[config.mk]
export PLATFORM = sky130hd
export DESIGN_NAME = div_unit
export DESIGN_NICKNAME = d
export VERILOG_FILES = /design/src/rtl/div_unit_pkg.sv /design/src/rtl/div_unit_restoring_step.sv /design/src/rtl/div_unit.sv
export SDC_FILE = /design/constraint.sdc
export NUM_CORES = 1
export LEC_CHECK = 0
export CORE_ASPECT_RATIO = 0.9
export CORE_MARGIN = 3
export CORE_UTILIZATION = 60
export DETAILED_ROUTE_END_ITERATION = 8
export PLACE_DENSITY = 0.91
export SETUP_SLACK_MARGIN = 0.2
export SYNTH_ARGS = -nofsm -noshare
export SYNTH_HDL_FRONTEND = slang
export SYNTH_SLANG_ARGS = --single-unit
[constraint.sdc]
create_clock -name clk -period 9 [get_ports clk]
set_input_delay 1.8 -clock clk [delete_from_list [all_inputs] [get_ports clk]]
set_output_delay 1.8 -clock clk [all_outputs]
set_load 0.05 [all_outputs]
[src/rtl/div_unit_pkg.sv]
`default_nettype none
// ============================================================================
// Module      : div_unit_pkg
// Description : Shared types and constants for the serial DIV execution pipe.
//               div_op_t is the dispatcher's DIV control encoding.
//               div_state_t holds the divider FSM encoding.
//               div_wb_inf_t is the write-back bundle.
// Revision    : 1.0 - initial release
// ============================================================================
package div_unit_pkg;

    localparam int DIV_XLEN       = 32;
    // Cycles from issue to the completion beat for an iterating op
    localparam int LATENCY_DIV_OP = DIV_XLEN + 1;

    typedef enum logic [1:0] {
        DIV_OP_DIV  = 2'd0,
        DIV_OP_DIVU = 2'd1,
        DIV_OP_REM  = 2'd2,
        DIV_OP_REMU = 2'd3
    } div_op_t;

    typedef enum logic [1:0] {
        S_IDLE = 2'd0,
        S_CALC = 2'd1,
        S_DONE = 2'd2
    } div_state_t;

    typedef struct packed {
        logic                wr_en;
        logic [4:0]          rd;
        logic [DIV_XLEN-1:0] wr_data;
    } div_wb_inf_t;

endpackage : div_unit_pkg
`default_nettype wire

[src/rtl/div_unit_restoring_step.sv]
`default_nettype none
// ============================================================================
// Module      : div_unit_restoring_step
// Description : One combinational radix-2 restoring-division step.
//               The step shifts {R,Q} left by one bit.
//               It then trial-subtracts the divisor and keeps the result
//               only when the difference is non-negative.
// Ports       : rem_i  - partial remainder in (always < divisor)
//               quo_i  - quotient/dividend shift register in
//               dvs_i  - divisor magnitude
//               rem_o  - partial remainder out
//               quo_o  - quotient shift register out, new bit in [0]
// Revision    : 1.0 - initial release
// ============================================================================
module div_unit_restoring_step #(
    parameter int XLEN = 32
) (
    input  logic [XLEN-1:0] rem_i,
    input  logic [XLEN-1:0] quo_i,
    input  logic [XLEN-1:0] dvs_i,
    output logic [XLEN-1:0] rem_o,
    output logic [XLEN-1:0] quo_o
);

    // The remainder is always below the divisor, so XLEN bits hold it.
    // After the shift it can need one extra bit, so the working width is
    // XLEN+1.
    logic [XLEN:0] w_shift;
    logic [XLEN:0] w_trial;

    always_comb begin
        w_shift = {rem_i, quo_i[XLEN-1]};
        w_trial = w_shift - {1'b0, dvs_i};
        if (!w_trial[XLEN]) begin
            rem_o = w_trial[XLEN-1:0];
            quo_o = {quo_i[XLEN-2:0], 1'b1};
        end else begin
            rem_o = w_shift[XLEN-1:0];
            quo_o = {quo_i[XLEN-2:0], 1'b0};
        end
    end

endmodule : div_unit_restoring_step
`default_nettype wire

[src/rtl/div_unit.sv]
`default_nettype none
// ============================================================================
// Module      : div_unit
// Description : Serial radix-2 restoring divider for RV32M.
//               Supports DIV, DIVU, REM and REMU.
//               It produces one quotient bit per cycle.
//               Each op ends with one write-back beat and a div_done pulse.
// Ports       : clk, rst (async, active-high), flush (sync abort)
//               in_valid/in_op/in_rd/in_rs1/in_rs2 - issue bundle
//               div_done - completion pulse to the dispatcher
//               wb_valid/wb_rd/wb_data - write-back beat
// Revision    : 1.0 - initial release
// ============================================================================
module div_unit
    import div_unit_pkg::*;
#(
    parameter int XLEN                = 32,
    parameter bit ENABLE_FAST_SPECIAL = 1'b1
) (
    input  logic            clk,
    input  logic            rst,
    input  logic            flush,
    input  logic            in_valid,
    input  div_op_t         in_op,
    input  logic [4:0]      in_rd,
    input  logic [XLEN-1:0] in_rs1,
    input  logic [XLEN-1:0] in_rs2,
    output logic            div_done,
    output logic            wb_valid,
    output logic [4:0]      wb_rd,
    output logic [XLEN-1:0] wb_data
);

    localparam int CW = $clog2(XLEN);

    div_state_t      state_q,   state_d;
    logic [CW-1:0]   cnt_q,     cnt_d;
    logic [XLEN-1:0] rem_q,     rem_d;
    logic [XLEN-1:0] quo_q,     quo_d;
    logic [XLEN-1:0] dvs_q,     dvs_d;
    logic            is_rem_q,  is_rem_d;
    logic            negq_q,    negq_d;
    logic            negr_q,    negr_d;
    logic [4:0]      rd_q,      rd_d;
    logic [4:0]      wb_rd_q,   wb_rd_d;
    logic [XLEN-1:0] wb_data_q, wb_data_d;

    logic            w_signed;
    logic            w_is_rem;
    logic            w_div0;
    logic            w_ovf;
    logic [XLEN-1:0] w_abs1;
    logic [XLEN-1:0] w_abs2;
    logic [XLEN-1:0] w_step_rem;
    logic [XLEN-1:0] w_step_quo;
    logic [XLEN-1:0] w_quo_fix;
    logic [XLEN-1:0] w_rem_fix;

    div_unit_restoring_step #(.XLEN(XLEN)) u_step (
        .rem_i (rem_q),
        .quo_i (quo_q),
        .dvs_i (dvs_q),
        .rem_o (w_step_rem),
        .quo_o (w_step_quo)
    );

    always_comb begin
        w_signed = (in_op == DIV_OP_DIV) || (in_op == DIV_OP_REM);
        w_is_rem = (in_op == DIV_OP_REM) || (in_op == DIV_OP_REMU);
        w_div0   = (in_rs2 == '0);
        w_ovf    = w_signed && (in_rs1 == {1'b1, {(XLEN-1){1'b0}}}) && (in_rs2 == '1);
        w_abs1   = (w_signed && in_rs1[XLEN-1]) ? -in_rs1 : in_rs1;
        w_abs2   = (w_signed && in_rs2[XLEN-1]) ? -in_rs2 : in_rs2;
        w_quo_fix = negq_q ? -w_step_quo : w_step_quo;
        w_rem_fix = negr_q ? -w_step_rem : w_step_rem;
    end

    always_comb begin
        state_d   = state_q;
        cnt_d     = cnt_q;
        rem_d     = rem_q;
        quo_d     = quo_q;
        dvs_d     = dvs_q;
        is_rem_d  = is_rem_q;
        negq_d    = negq_q;
        negr_d    = negr_q;
        rd_d      = rd_q;
        wb_rd_d   = wb_rd_q;
        wb_data_d = wb_data_q;

        if (flush) begin
            state_d = S_IDLE;
        end else begin
            case (state_q)
                S_IDLE: begin
                    if (in_valid) begin
                        rd_d     = in_rd;
                        is_rem_d = w_is_rem;
                        // A zero divisor iterates to an all-ones magnitude.
                        // Negating that would break the required result, so
                        // the quotient sign fix is skipped.
                        negq_d   = w_signed && (in_rs1[XLEN-1] ^ in_rs2[XLEN-1]) && !w_div0;
                        negr_d   = w_signed && in_rs1[XLEN-1];
                        dvs_d    = w_abs2;
                        if (ENABLE_FAST_SPECIAL && w_div0) begin
                            wb_rd_d   = in_rd;
                            wb_data_d = w_is_rem ? in_rs1 : '1;
                            state_d   = S_DONE;
                        end else if (ENABLE_FAST_SPECIAL && w_ovf) begin
                            wb_rd_d   = in_rd;
                            wb_data_d = w_is_rem ? '0 : in_rs1;
                            state_d   = S_DONE;
                        end else begin
                            cnt_d   = CW'(XLEN - 1);
                            rem_d   = '0;
                            quo_d   = w_abs1;
                            state_d = S_CALC;
                        end
                    end
                end
                S_CALC: begin
                    rem_d = w_step_rem;
                    quo_d = w_step_quo;
                    cnt_d = cnt_q - 1'b1;
                    if (cnt_q == '0) begin
                        wb_rd_d   = rd_q;
                        wb_data_d = is_rem_q ? w_rem_fix : w_quo_fix;
                        state_d   = S_DONE;
                    end
                end
                S_DONE: begin
                    state_d = S_IDLE;
                end
                default: begin
                    state_d = S_IDLE;
                end
            endcase
        end
    end

    always_ff @(posedge clk or posedge rst) begin
        if (rst) begin
            state_q   <= S_IDLE;
            cnt_q     <= '0;
            rem_q     <= '0;
            quo_q     <= '0;
            dvs_q     <= '0;
            is_rem_q  <= 1'b0;
            negq_q    <= 1'b0;
            negr_q    <= 1'b0;
            rd_q      <= '0;
            wb_rd_q   <= '0;
            wb_data_q <= '0;
        end else begin
            state_q   <= state_d;
            cnt_q     <= cnt_d;
            rem_q     <= rem_d;
            quo_q     <= quo_d;
            dvs_q     <= dvs_d;
            is_rem_q  <= is_rem_d;
            negq_q    <= negq_d;
            negr_q    <= negr_d;
            rd_q      <= rd_d;
            wb_rd_q   <= wb_rd_d;
            wb_data_q <= wb_data_d;
        end
    end

    // A flush in the DONE cycle must kill the beat in that same cycle.
    assign div_done = (state_q == S_DONE) && !flush;
    assign wb_valid = (state_q == S_DONE) && !flush;
    assign wb_rd    = wb_rd_q;
    assign wb_data  = wb_data_q;

    // The dispatcher stalls issue while the divider is busy.
    a_no_issue_when_busy : assert property (
        @(posedge clk) disable iff (rst)
        !(in_valid && !flush && (state_q != S_IDLE))
    );

endmodule : div_unit
`default_nettype wire

# == Yosys cells after proc, flatten, opt, wreduce, memory -nomap -nowiden ==
# Cells that the tools add are included.
# word_totals
reg_bits,148
inputBits,75
output_inout_bits,39
wordCells,89
# classes
addsub,6
eq_ne,13
mux,37
bitwise,2
reduce_logical,20
# ops
op,n
two-way mux 32 bit,18
case mux 32 bit (2 select lines),3
negator 32 bit,4
"equality test 32 bit, second input constant",2
two-way mux 5 bit,7
subtractor 33 x 32 -> 33 bit,1
zero test 32 bit,1
case mux 5 bit (2 select lines),2
two-way mux 2 bit,5
AND reduction 5 bit,2
"!= test 3 bit, second input constant",3
"!= test 2 bit, second input constant",4
logical AND 1 bit,7
"equality test 2 bit, second input constant",3
zero test 5 bit,1
"subtractor 5 x 1 -> 5 bit, second input constant",1
zero test 2 bit,2
case mux 2 bit (2 select lines),1
AND reduction 3 bit,1
"equality test 2 x 1 -> 1 bit, second input constant",1
zero test 1 bit,2
logical OR 1 bit,2
AND reduction 2 bit,1
nonzero test 2 bit,1
other kinds (3),3

# == Depth between registers and ports, before layout ==
# depth
word_depth,9
ltp_mapped,23
depth_no_buf,21

# == Hierarchy ==
# From an unflattened synthesis, not the netlist that was laid out.
# unflattened
cells_unflattened,1434
hier_area_um2,11991.5
# by_module_without_submodules
module,n_inst,cells_each,area_each_um2,seq_area_each_um2
div_unit,1,1098,9400.3,3703.6
div_unit_restoring_step,1,336,2591.2,0.0

# == Worst setup path after synthesis ==
# OpenSTA, ideal clock, no wires.
# synth_path
path_type,input -> output
start,in flush
end,out wb_valid
t_arrival_ns,3.380
t_required_ns,7.200
slack_ns,3.820
path_stages,2
n_path_buf,1
path_cell_list,nor3b_1 -> buf_4
# synth_via
elab_chain_cells,2
# synth_lines
item,line_no,source
from (decl),div_unit.sv:22,"input logic flush,"
zero test 1 bit,div_unit.sv:171,assign wb_valid = (state_q == S_DONE) && !flush;
logical AND 1 bit,div_unit.sv:171,
to (decl),div_unit.sv:29,"output logic wb_valid,"
# No other way between the ends.

# == Final worst setup path ==
# layout_path
start,in in_rs1[12]
end,reg quo_q[29]
# layout_via
elab_chain_cells,6
elab_cells_between_ends,11
cone_classes,1 x add/sub; 2 x eq/ne; 5 x mux; 3 x reduce/logical
# layout_lines
item,line_no,source
from (decl),div_unit.sv:26,"input logic [XLEN-1:0] in_rs1,"
negator 32 bit,div_unit.sv:72,w_abs1 = (w_signed && in_rs1[XLEN-1]) ? -in_rs1 : in_rs1;
two-way mux 32 bit,div_unit.sv:72,
two-way mux 32 bit,div_unit.sv:109,end else if (ENABLE_FAST_SPECIAL && w_ovf) begin
two-way mux 32 bit,div_unit.sv:105,if (ENABLE_FAST_SPECIAL && w_div0) begin
two-way mux 32 bit,div_unit.sv:96,if (in_valid) begin
case mux 32 bit (2 select lines),div_unit.sv:94,case (state_q)
to (signal assigned),div_unit.sv:158,quo_q <= quo_d;
to (decl),div_unit.sv:39,"logic [XLEN-1:0] quo_q, quo_d;"
# Several ways; a longest one is shown, not always the timed one. The select of a mux whose other input is x is not followed.
# A chain may end at the register's enable or synchronous reset.

==> metrics <==
routed length per instance 19.9 µm; Yosys warning count 0; 1st-iter DRT viols roughly 1800; sequential fraction of the synthesis area a little under a third; CP endpoint kind flip-flop; Die W around 160 µm; CTS Hold Buffers Added 0; via count of the first global-routing pass approximately 12000; cell area after synthesis between 10000 and 15000 µm²; switching part of the total around 48%; internal power ~2.2 mW; met3 wire len between 3000 and 4000 µm; Clock Path Buffers 2; Achievable Freq 155 MHz; CP Class in -> reg; fin crit share between 70% and 80%; Worst Hold Class reg -> reg; Routed met2 length between 15000 and 20000 µm; setup ws final between 2 and 3 ns; metal1 wirelength approximately 15000 µm; highest metal used met4; DP Worst Slack around 2.3 ns; final setup violation count 0; first-pass GRT wire length approximately 60000 µm; die height about 140 µm; CTS tree done; drt first pass iters 6; pin count of the biggest net entering global routing between 90 and 100; #FFs+latches synth 148; Synth top cells by count nand2_1 (198), o21ai_0 (166), dfrtp_1 (148); Routed WL roughly 37000 µm; ys async rst share 100%; crit-path max FO slightly below 70; Post-CTS Resized 0; ys flop type dfrtp_1; share of cells above drive strength 1 approximately 4.2%; Tmin final about 6.5 ns; io pins around 110; vias ~13000; Inst Count DP roughly 1800; fin cells between 1500 and 2000; worst slew pin tran approximately 1.4 ns; Via density roughly 6.7; Fin. Hold Viols 0; Placeable Area 19500 µm²; combinational power share a little under three fifths; synth top area cells dfrtp_1 (31%), o21ai_0 (6.9%), nand2_1 (6.2%), xnor2_1 (5.8%), a21oi_1 (5.8%); Max-slew headroom 3.07%; top-count cell post-synth nand2_1; post-synth top area share 30.8%; All-Layer GR Usage between 30% and 40%; synthesis-to-finish area growth 15.5%; Post-DP HPWL 27100 µm; post-synth top area cell dfrtp_1; Filler cells between 1500 and 2000; Distinct cells, synth between 70 and 80; # port buffers 113; leak pwr 5.72 nW; RSZ-0062 raised after global routing false; worst hold margin around 0.48 ns; initial antenna violation count 0; Post-synth EDFFs 0; syn_nets roughly 1700; fin nets between 1500 and 2000; power density over the cells 306 nW/µm²; status complete, no violations; Clock Power Share between 10% and 20%; initial core utilization between 60% and 70%; Finished Core Util between 70 and 80%; Psw just over 2 mW; number of max-cap violations 0; CTS root buffer clkbuf_16; max-slew violations 0; CP startpoint kind input pin; gr ovfl total 0; Worst-path clk slew around 0.060 ns; syn_area_per_cell between 7 and 8 µm²; peak supply drop between 0.0002 and 0.00025 V; FP Rows between 40 and 50; Clk Latency, worst-skew pair about 0.44 ns; Num CTS Buffers 17; CP Data Arrival Time 6.77 ns; post-route DRC violation count 0; Crit path required time about 9.3 ns; clk_skew 0.00892 ns; post-CTS setup buffer count 0; CTS Sinks around 150; setup TNS 0 ns; Die ar. around 22000 µm²; post-route ant nets 0; Seq pwr share 24.2%; CTS H-tree lvls 4; gpl congestion about 0.97; synthesized instance count between 1500 and 2000
[critical path, stage by stage]
cell and delay, ns:
clkdlybuf4s50_1 0.48, or4_1 0.61, nor4b_1 0.57, nor4b_1 0.71, and4b_1 0.37, a21oi_1 0.07
and2_1 0.23, o21ai_4 0.78, buf_4 0.66, nor3_1 0.14, a221o_1 0.30
[state kept, by name (all words and copies together), names as in the netlist]
name      count
cnt_q         5
dvs_q        32
is_rem_q      1
negq_q        1
negr_q        1
quo_q        32
rd_q          5
rem_q        32
state_q       2
wb_data      32
wb_rd         5
[cell families (layout without fill, tap and decap cells)]
group	count (synthesis)	count (layout)	share of synthesized area (%)
simple gates	532	532	20.9
compound gates	505	505	25.7
buf+inv	154	226	5.02
flops	148	148	30.8
xor+xnor	138	138	10.0
fa+ha+maj	43	43	4.47
mux	37	37	3.09
other cells	0	1	0
[per-layer routing]
layer	track usage [%]	vias up
li1	-	5745
met1	45.9	5881
met2	52.0	785
met3	6.83	162
met4	16.0	0
met5	0	-
[power by group through the flow]
stage,sequential [mW],clock [mW],combinational (mW)
floorplan,0.962,0,1.81
global placement,1.02,0,2.28
detailed placement,1.03,0,2.34
CTS,1.02,0.775,2.37
global route,1.05,0.805,2.66
finish,1.03,0.779,2.44
[layout by cell type, fill, tap and decap left out, types with 14 or more instances in the layout]
cell             count
nor2_1             132
nor3_1              50
nand4_1             19
or3_1               19
a31oi_1             30
nor4_1              17
ha_1                39
mux2i_1             36
nand3_1             20
clkbuf_16           17
inv_1               63
dfrtp_1            148
clkdlybuf4s50_1    113
a221o_1             16
a21oi_1            139
o31ai_1             23
nand2_1            198
buf_4               14
a21o_1              15
xor2_1              58
xnor2_1             80
o21ai_0            166
o211ai_1            19
[final timing paths]
kind,from,endpoint,slack (ns),cells after the start
max,in_rs1[12],quo_q[29],2.54,11
min,rd_q[0],rd_q[0],0.48,2
max reg2reg,quo_q[31],wb_data[28],2.98,21
min reg2reg,rd_q[0],rd_q[0],0.48,2
max in group asynchronous,rst,dvs_q[13],5.86,3
min in group asynchronous,rst,quo_q[21],1.89,2
[layout make-up]
class	instances	area, µm²	share of cell area [%]
repair buffers	127	1240	8.89
flip-flops and latches	148	3700	26.6
diodes	1	2.50	0.0180
well taps	250	313	2.25
clock buffers	17	425	3.06
multi-input cells	1255	7760	55.8
inverters	67	256	1.85
clock inverters	15	201	1.45
[per-stage QoR]
| stage | area (µm²) | total power, mW |
|---|---|---|
| after global routing | 13900 | 4.51 |
| final | 13900 | 4.25 |
| after detailed placement | 13300 | 3.37 |
| after floorplan | 12000 | 2.77 |
| after global placement | 13300 | 3.30 |
| after CTS | 13900 | 4.17 |
Note: power is estimated with default switching activity, not from simulation.
